==> src/rtl/rom_boot_loader_pkg.sv <==
`default_nettype none
// ============================================================================
//  Module      : rom_boot_loader_pkg
//  Description : Shared types and constants for the ROM boot loader.
//                Holds the loader state encoding, the byte/word geometry and
//                the byte-lane counter width used by the packer.
//  Revision    : 1.0 - initial release
// ============================================================================
package rom_boot_loader_pkg;

    localparam int WORD_BYTES = 4;
    localparam int BYTE_W     = 8;
    localparam int LANE_W     = 2;

    typedef enum logic [1:0] {
        ST_IDLE  = 2'd0,
        ST_FETCH = 2'd1,
        ST_WRITE = 2'd2,
        ST_DONE  = 2'd3
    } state_t;

endpackage
`default_nettype wire

==> src/rtl/rom_boot_loader_if.sv <==
`default_nettype none
// ============================================================================
//  Module      : rom_boot_loader_if
//  Description : ROM read port and memory write port of the boot loader.
//                master : the loader (drives rom_address and the mem_* write
//                         request, receives rom_byte/rom_done/mem_wready)
//                slave  : the ROM + memory side
//  Ports       : rom_address[31:0], rom_byte[7:0], rom_done,
//                mem_addr[31:0], mem_wdata[31:0], mem_wvalid, mem_wready
//  Revision    : 1.0 - initial release
// ============================================================================
interface rom_boot_loader_if;
    import rom_boot_loader_pkg::*;

    logic [31:0]       rom_address;
    logic [BYTE_W-1:0] rom_byte;
    logic              rom_done;
    logic [31:0]       mem_addr;
    logic [31:0]       mem_wdata;
    logic              mem_wvalid;
    logic              mem_wready;

    modport master (
        output rom_address,
        input  rom_byte,
        input  rom_done,
        output mem_addr,
        output mem_wdata,
        output mem_wvalid,
        input  mem_wready
    );

    modport slave (
        input  rom_address,
        output rom_byte,
        output rom_done,
        input  mem_addr,
        input  mem_wdata,
        input  mem_wvalid,
        output mem_wready
    );

endinterface
`default_nettype wire

==> src/rtl/rom_boot_loader_byte_packer.sv <==
`default_nettype none
// ============================================================================
//  Module      : rom_boot_loader_byte_packer
//  Description : Little-endian byte-to-word packer. Each load places byte_in
//                into the current lane and advances the lane; clear zeroes the
//                word and returns to lane 0, so unfilled upper lanes of a
//                partial word read as zero.
//  Ports       : clk, reset_n (sync, active-low), clear, load,
//                byte_in[7:0], lane[1:0], word[31:0]
//  Revision    : 1.0 - initial release
// ============================================================================
module rom_boot_loader_byte_packer
    import rom_boot_loader_pkg::*;
(
    input  wire logic                  clk,
    input  wire logic                  reset_n,
    input  wire logic                  clear,
    input  wire logic                  load,
    input  wire logic [BYTE_W-1:0]     byte_in,
    output logic [LANE_W-1:0]          lane,
    output logic [WORD_BYTES*BYTE_W-1:0] word
);

    logic [LANE_W-1:0]            r_lane;
    logic [WORD_BYTES*BYTE_W-1:0] r_word;

    always_ff @(posedge clk) begin
        if (!reset_n || clear) begin
            r_lane <= '0;
            r_word <= '0;
        end else if (load) begin
            r_word[r_lane*BYTE_W +: BYTE_W] <= byte_in;
            r_lane                          <= r_lane + 1'b1;
        end
    end

    assign lane = r_lane;
    assign word = r_word;

endmodule
`default_nettype wire

==> src/rtl/rom_boot_loader.sv <==
`default_nettype none
// ============================================================================
//  Module      : rom_boot_loader
//  Description : Copies the program ROM into main memory before the CPU runs.
//                Reads one ROM byte per cycle from address 0 upward, packs
//                four bytes little-endian into a word and writes it over a
//                valid/ready port, holding the CPU in reset until the copy
//                finishes cleanly.
//  Ports       : clk, reset_n (sync, active-low), start (level),
//                bus (rom_boot_loader_if.master: ROM read + memory write),
//                busy, loaded, overflow, word_count[31:0], cpu_reset_n
//  Revision    : 1.0 - initial release
// ============================================================================
module rom_boot_loader
    import rom_boot_loader_pkg::*;
#(
    parameter logic [31:0] BASE_ADDR = 32'h0000_0000,
    parameter int          MAX_BYTES = 65536
) (
    input  wire logic         clk,
    input  wire logic         reset_n,
    input  wire logic         start,
    rom_boot_loader_if.master bus,
    output logic              busy,
    output logic              loaded,
    output logic              overflow,
    output logic [31:0]       word_count,
    output logic              cpu_reset_n
);

    localparam logic [31:0]       c_MAX_ADDR  = 32'(MAX_BYTES - 1);
    localparam logic [LANE_W-1:0] c_LAST_LANE = LANE_W'(WORD_BYTES - 1);
    localparam logic [31:0]       c_ADDR_STEP = 32'(WORD_BYTES);

    state_t      r_state;
    logic [31:0] r_rom_address;
    logic [31:0] r_mem_addr;
    logic [31:0] r_word_count;
    logic        r_wvalid;
    logic        r_busy;
    logic        r_loaded;
    logic        r_overflow;
    logic        r_cpu_reset_n;
    logic        r_last_word;

    logic                          w_start_ok;
    logic                          w_at_max;
    logic                          w_end;
    logic                          w_hs;
    logic                          w_pack_clear;
    logic                          w_pack_load;
    logic [LANE_W-1:0]             w_lane;
    logic [WORD_BYTES*BYTE_W-1:0]  w_word;

    assign w_start_ok = ((r_state == ST_IDLE) || (r_state == ST_DONE)) && start;
    assign w_at_max   = (r_rom_address == c_MAX_ADDR);
    // Either the ROM says this is its last byte or the byte ceiling is hit.
    assign w_end      = bus.rom_done || w_at_max;
    assign w_hs       = r_wvalid && bus.mem_wready;

    // The packer is cleared at the start of a load and after every accepted
    // word that is not the last, so the next word starts at lane 0 from zero.
    assign w_pack_clear = w_start_ok ||
                          ((r_state == ST_WRITE) && w_hs && !r_last_word);
    assign w_pack_load  = (r_state == ST_FETCH);

    rom_boot_loader_byte_packer u_packer (
        .clk     (clk),
        .reset_n (reset_n),
        .clear   (w_pack_clear),
        .load    (w_pack_load),
        .byte_in (bus.rom_byte),
        .lane    (w_lane),
        .word    (w_word)
    );

    always_ff @(posedge clk) begin
        if (!reset_n) begin
            r_state       <= ST_IDLE;
            r_rom_address <= '0;
            r_mem_addr    <= BASE_ADDR;
            r_word_count  <= '0;
            r_wvalid      <= 1'b0;
            r_busy        <= 1'b0;
            r_loaded      <= 1'b0;
            r_overflow    <= 1'b0;
            r_cpu_reset_n <= 1'b0;
            r_last_word   <= 1'b0;
        end else begin
            case (r_state)
                ST_IDLE, ST_DONE: begin
                    if (start) begin
                        r_state       <= ST_FETCH;
                        r_rom_address <= '0;
                        r_mem_addr    <= BASE_ADDR;
                        r_word_count  <= '0;
                        r_overflow    <= 1'b0;
                        r_loaded      <= 1'b0;
                        r_cpu_reset_n <= 1'b0;
                        r_busy        <= 1'b1;
                        r_last_word   <= 1'b0;
                    end
                end
                ST_FETCH: begin
                    // Hold the address on the final byte so it never passes
                    // the ceiling; otherwise step to the next byte.
                    if (!w_end) begin
                        r_rom_address <= r_rom_address + 32'd1;
                    end
                    // A done on lane 3 closes the current word only, so no
                    // empty trailing word is produced.
                    if (w_end || (w_lane == c_LAST_LANE)) begin
                        r_state     <= ST_WRITE;
                        r_wvalid    <= 1'b1;
                        r_last_word <= w_end;
                        if (w_at_max && !bus.rom_done) begin
                            r_overflow <= 1'b1;
                        end
                    end
                end
                ST_WRITE: begin
                    if (w_hs) begin
                        r_wvalid     <= 1'b0;
                        r_word_count <= r_word_count + 32'd1;
                        r_mem_addr   <= r_mem_addr + c_ADDR_STEP;
                        if (r_last_word) begin
                            r_state       <= ST_DONE;
                            r_busy        <= 1'b0;
                            r_loaded      <= 1'b1;
                            r_cpu_reset_n <= !r_overflow;
                        end else begin
                            r_state <= ST_FETCH;
                        end
                    end
                end
                default: r_state <= ST_IDLE;
            endcase
        end
    end

    assign bus.rom_address = r_rom_address;
    assign bus.mem_addr    = r_mem_addr;
    assign bus.mem_wdata   = w_word;
    assign bus.mem_wvalid  = r_wvalid;
    assign busy            = r_busy;
    assign loaded          = r_loaded;
    assign overflow        = r_overflow;
    assign word_count      = r_word_count;
    assign cpu_reset_n     = r_cpu_reset_n;

endmodule
`default_nettype wire

==> src/flat_wrapper.sv <==
// flat-port wrapper written by rule: the top's interface ports become plain ports
module rom_boot_loader_flat import rom_boot_loader_pkg::*;
#(
    parameter logic [31:0] BASE_ADDR = 32'h0000_0000,
    parameter int          MAX_BYTES = 65536
)
  (clk, reset_n, start, busy, loaded, overflow, word_count, cpu_reset_n, bus_rom_address, bus_rom_byte, bus_rom_done, bus_mem_addr, bus_mem_wdata, bus_mem_wvalid, bus_mem_wready);
  rom_boot_loader_if bus_i ();
  input  wire logic clk;
  input  wire logic reset_n;
  input  wire logic start;
  output logic busy;
  output logic loaded;
  output logic overflow;
  output logic [31:0] word_count;
  output logic cpu_reset_n;
  output wire logic [$bits(bus_i.rom_address)-1:0] bus_rom_address;
  input wire logic [$bits(bus_i.rom_byte)-1:0] bus_rom_byte;
  input wire logic [$bits(bus_i.rom_done)-1:0] bus_rom_done;
  output wire logic [$bits(bus_i.mem_addr)-1:0] bus_mem_addr;
  output wire logic [$bits(bus_i.mem_wdata)-1:0] bus_mem_wdata;
  output wire logic [$bits(bus_i.mem_wvalid)-1:0] bus_mem_wvalid;
  input wire logic [$bits(bus_i.mem_wready)-1:0] bus_mem_wready;
  assign bus_rom_address = bus_i.rom_address;
  assign bus_i.rom_byte = bus_rom_byte;
  assign bus_i.rom_done = bus_rom_done;
  assign bus_mem_addr = bus_i.mem_addr;
  assign bus_mem_wdata = bus_i.mem_wdata;
  assign bus_mem_wvalid = bus_i.mem_wvalid;
  assign bus_i.mem_wready = bus_mem_wready;
  rom_boot_loader #(.BASE_ADDR(BASE_ADDR), .MAX_BYTES(MAX_BYTES)) u_core (.clk(clk), .reset_n(reset_n), .start(start), .bus(bus_i), .busy(busy), .loaded(loaded), .overflow(overflow), .word_count(word_count), .cpu_reset_n(cpu_reset_n));
endmodule
==> config.mk <==
export PLATFORM = sky130hd
export DESIGN_NAME = rom_boot_loader_flat
export DESIGN_NICKNAME = d
export VERILOG_FILES = /design/src/rtl/rom_boot_loader_pkg.sv /design/src/rtl/rom_boot_loader_if.sv /design/src/rtl/rom_boot_loader_byte_packer.sv /design/src/rtl/rom_boot_loader.sv /design/src/flat_wrapper.sv
export SDC_FILE = /design/constraint.sdc
export NUM_CORES = 1
export LEC_CHECK = 0
export ABC_CLOCK_PERIOD_IN_PS = 3100
export CAP_MARGIN = 25
export CORE_ASPECT_RATIO = 0.75
export CORE_MARGIN = 2
export CORE_UTILIZATION = 53
export DETAILED_ROUTE_END_ITERATION = 10
export DONT_BUFFER_PORTS = 1
export GPL_ROUTABILITY_DRIVEN = 0
export PLACE_DENSITY = 0.77
export SETUP_SLACK_MARGIN = 0.2
export SYNTH_ARGS = -nofsm -noshare
export SYNTH_HDL_FRONTEND = slang
export SYNTH_SLANG_ARGS = --single-unit
==> constraint.sdc <==
create_clock -name clk -period 3.1 [get_ports clk]
set_clock_uncertainty 0.15 [all_clocks]
set_input_delay 0.775 -clock clk [delete_from_list [all_inputs] [get_ports clk]]
set_output_delay 0.775 -clock clk [all_outputs]
set_load 0.005 [all_outputs]
==> flow_summary_export.csv <==
group,metric,value,unit
sta,final_max_slew_viol_count,0,
worst_setup_path,slowest_delay,0.47,ns
sta,min_period_over_period,88.6,%
synth,synthTopCellsByCount,"dfxtp_1, nor2_1, nand2_1, a21oi_1, nand3_1",
worst_setup_path,crit_chain,"inv_1, ha_1, mux2i_2, and4bb_2, nand4_1, or3_1, a21oi_1",
synth,synth-main-ff-cell,"dfxtp_1",
worst_hold_path,worstHoldEndpoint,"u_core.bus.rom_address[3]",
synth,synth_area_leaders,"dfxtp_1, nor2_1, a22oi_1",
placed_design,io_buffer_count,0,
synth,synth_largest_area_cell,"dfxtp_1",
clock_tree,path_clk_slew,0.06,ns
finish,fin_nets,777,
clock_tree,numCtsBuffers,17,
global_route,antenna_found_initial,0,
sta,fin_setup_tns,0,ns
sta,worst_pin_slew,0.822,ns
pwr,power,4900,uW
sta,period_minus_slack,2.75,ns
routing,drt_wl_total,17.5,mm
placed_design,place_hpwl,12.3,mm
sta,holdWs,0.340,ns
finish,area_growth,12.5,%
worst_setup_path,reg2regPathDepth,7,
synth,yosys.area.top_type_share,41.9,%
synth,synth-async-reset-ratio,0,%
die,io_pins,146,
worst_setup_path,reg2reg_to,"u_core.bus.mem_addr[28]",
clock_tree,cts.sinks,136,
sta,relSlewSlack,45.1,%
finish,fillers,983,
routing,final_antenna_net_count,0,
worst_setup_path,cp_slowest_cell,"or3_1",
finish,drive_above_1_share,11.1,%
routing,vias,5879,
synth,synth_cells,749,
worst_setup_path,r2r_slack,0.35,ns
die,die_x,132,um
global_route,grt_use_total,26.6,%
worst_setup_path,cp_max_fo,12,
routing,firstDrtPassIters,6,
synth,seq_area_frac_synth,41.9,%
finish,num_antenna_cells,0,
synth,synthesis.area,0.00650,sq mm
sta,hold_violations,0,
die,start_util,55.1,%
run,cap_violations,0,
finish,multi_input_area,0.00357,sq mm
placed_design,placedCellCount,893,
pwr,total_leakage_power,0.00241,uW
worst_setup_path,cp-start-kind,"flop",
worst_setup_path,r2r-start,"u_core.r_state[0]",
finish,register_area,0.00272,sq mm
sta,rsz0062_at_grt,"yes",
die,rows,34,
routing,met2_length,7.89,mm
worst_setup_path,crit_arrival,2.93,ns
worst_setup_path,worst-setup-path-type,"flop to flop",
die,core,0.0118,sq mm
synth,synthDistinctLibCells,72,
clock_tree,clockRootBuffer,"clkbuf_16",
routing,vias_per_cell,6.34,
sta,fmax,364,MHz
sta,setup_viol,0,
worst_hold_path,hold_class,"input port to flop",
worst_setup_path,cp-end-kind,"flop",
synth,synth-seq-cells,136,
clock_tree,cts_tree,"built",
synth,yosysWarnings,0,
routing,drc,0,
routing,wl_per_cell,18.9,um
clock_tree,clk_path_buf_depth,2,
pwr,power_density,671,mW/mm^2
clock_tree,clock_latency,0.41,ns
die,die_y,99.9,um
synth,avgSynthCellArea,8.67,sq um
synth,synth_edf_count,0,
clock_tree,ctsHoldBuffers,0,
routing,wl_met3,1.91,mm
finish,final_cells,927,
routing,dr.first_iter.drc_count,460,
global_route,grt-ovfl-total,0,
global_route,grt_pass1_vias,5603,
worst_hold_path,worstHoldStart,"reset_n",
worst_setup_path,worstPathRequired,3.29,ns
global_route,grt_pass1_wl,28.5,mm
global_route,grt_max_degree,60,
routing,highest_layer,"met4",
clock_tree,htree_levels,4,
synth,yosysMostFrequentCell,"dfxtp_1",
die,die-area,0.0132,sq mm
routing,routedLengthMet1,7.46,mm
outcome,outcome,"complete, no violations",
pwr,ir_worst_vdd,547,uV
worst_hold_path,hold_depth,1,
-- sequential cells by signal, summed over array words and instances (netlist names), 2 cells and up --
register,count
u_core.bus.mem_addr,30
u_core.word_count,32
u_core.u_packer.lane,2
u_core.bus.rom_address,32
u_core.r_state,2
u_core.u_packer.word,32
-- logic make-up (layout without fill, tap and decap cells) --
logic type | after synthesis | count (layout) | synth area share (%)
other | 1 | 2 | 0.0577
muxes | 11 | 11 | 1.79
AOI/OAI and AO/OA | 161 | 161 | 17.5
buffers and inverters | 56 | 71 | 3.81
adders and majority gates | 12 | 12 | 2.31
xor gates and xnor gates | 40 | 40 | 5.39
and+or+nand+nor | 332 | 332 | 27.2
DFF | 136 | 136 | 41.9
-- worst max path at each step --
stage	depth (start not counted)	to	slack (ns)	start
floorplan	9	u_core.bus.mem_addr[25]	0.66	u_core.r_state[0]
global placement	8	u_core.bus.rom_address[29]	0.48	u_core.r_state[0]
detailed placement	7	u_core.bus.mem_addr[31]	0.35	u_core.r_state[0]
CTS	7	u_core.bus.mem_addr[31]	0.35	u_core.r_state[0]
global route	7	u_core.bus.mem_addr[26]	0.19	u_core.r_state[0]
finish	7	u_core.bus.mem_addr[28]	0.35	u_core.r_state[0]
-- critical path: cells and delay by family (launching register included) --
kind | cells | cell delay, ns
compound gates | 1 | 0.15
fa+ha+maj | 1 | 0.40
buf+inv | 1 | 0.07
flops | 1 | 0.40
mux | 1 | 0.31
simple gates | 3 | 1.21
-- metal layers --
| layer | GRT usage, % | up-vias |
|---|---|---|
| li1 | - | 2753 |
| met3 | 10.1 | 26 |
| met5 | 0 | - |
| met1 | 34.0 | 2797 |
| met4 | 7.94 | 0 |
| met2 | 42.3 | 303 |
-- cells in the final DEF, fill, tap and decap left out, drive strengths merged, types with 3 or more instances in the layout --
cell | Yosys | layout
or4b | 3 | 3
nor2 | 90 | 90
xnor2 | 11 | 11
ha | 12 | 12
o21a | 4 | 4
o22a | 5 | 5
a22oi | 34 | 34
nand2 | 64 | 64
o211ai | 6 | 6
a31oi | 3 | 3
mux2i | 9 | 9
nor4b | 4 | 4
clkinvlp | 0 | 4
o221a | 3 | 3
nand4 | 35 | 35
nor3 | 8 | 8
and2 | 4 | 4
or3 | 23 | 23
clkinv | 0 | 3
or4 | 5 | 5
o21ai | 25 | 25
buf | 13 | 18
and4 | 10 | 10
nand3 | 39 | 39
a21oi | 41 | 41
nor4 | 15 | 15
a211oi | 4 | 4
xor2 | 29 | 29
or2 | 8 | 8
inv | 21 | 26
nand2b | 6 | 6
and3 | 10 | 10
clkbuf | 22 | 18
o31a | 3 | 3
o311ai | 10 | 10
o31ai | 7 | 7
dfxtp | 136 | 136
-- power breakdown --
group / internal [uW] / switching [uW]
Clock: 1230 / 820
Combinational: 291 / 668
Sequential: 1810 / 87.5
Total: 3330 / 1570
-- metrics by stage --
step | setup WS, ns | instance area (sq um) | utilization [%]
6_report | 0.354 | 7310 | 62.0
5_1_grt | 0.195 | 7310 | 62.0
4_1_cts | 0.349 | 7290 | 61.8
3_5_place_dp | 0.348 | 6680 | 56.7
3_3_place_gp | 0.477 | 6680 | 56.7
2_1_floorplan | 0.656 | 6500 | -
-- cell type report --
class	count	area share, %
Clock buffer	18	6.01
Timing Repair Buffer	18	1.85
Tap cell	162	2.77
Clock inverter	14	2.26
Inverter	21	1.08
Sequential cell	136	37.2
Multi-Input combinational cell	558	48.8
-- what timing repair did --
| item | 4_1_cts | 5_1_grt |
|---|---|---|
| setup endpoints to repair | 0 | 8 |
| setup buffers | 0 | 2 |
| resized for setup | 0 | 2 |
(Power assumes the default switching activity.)
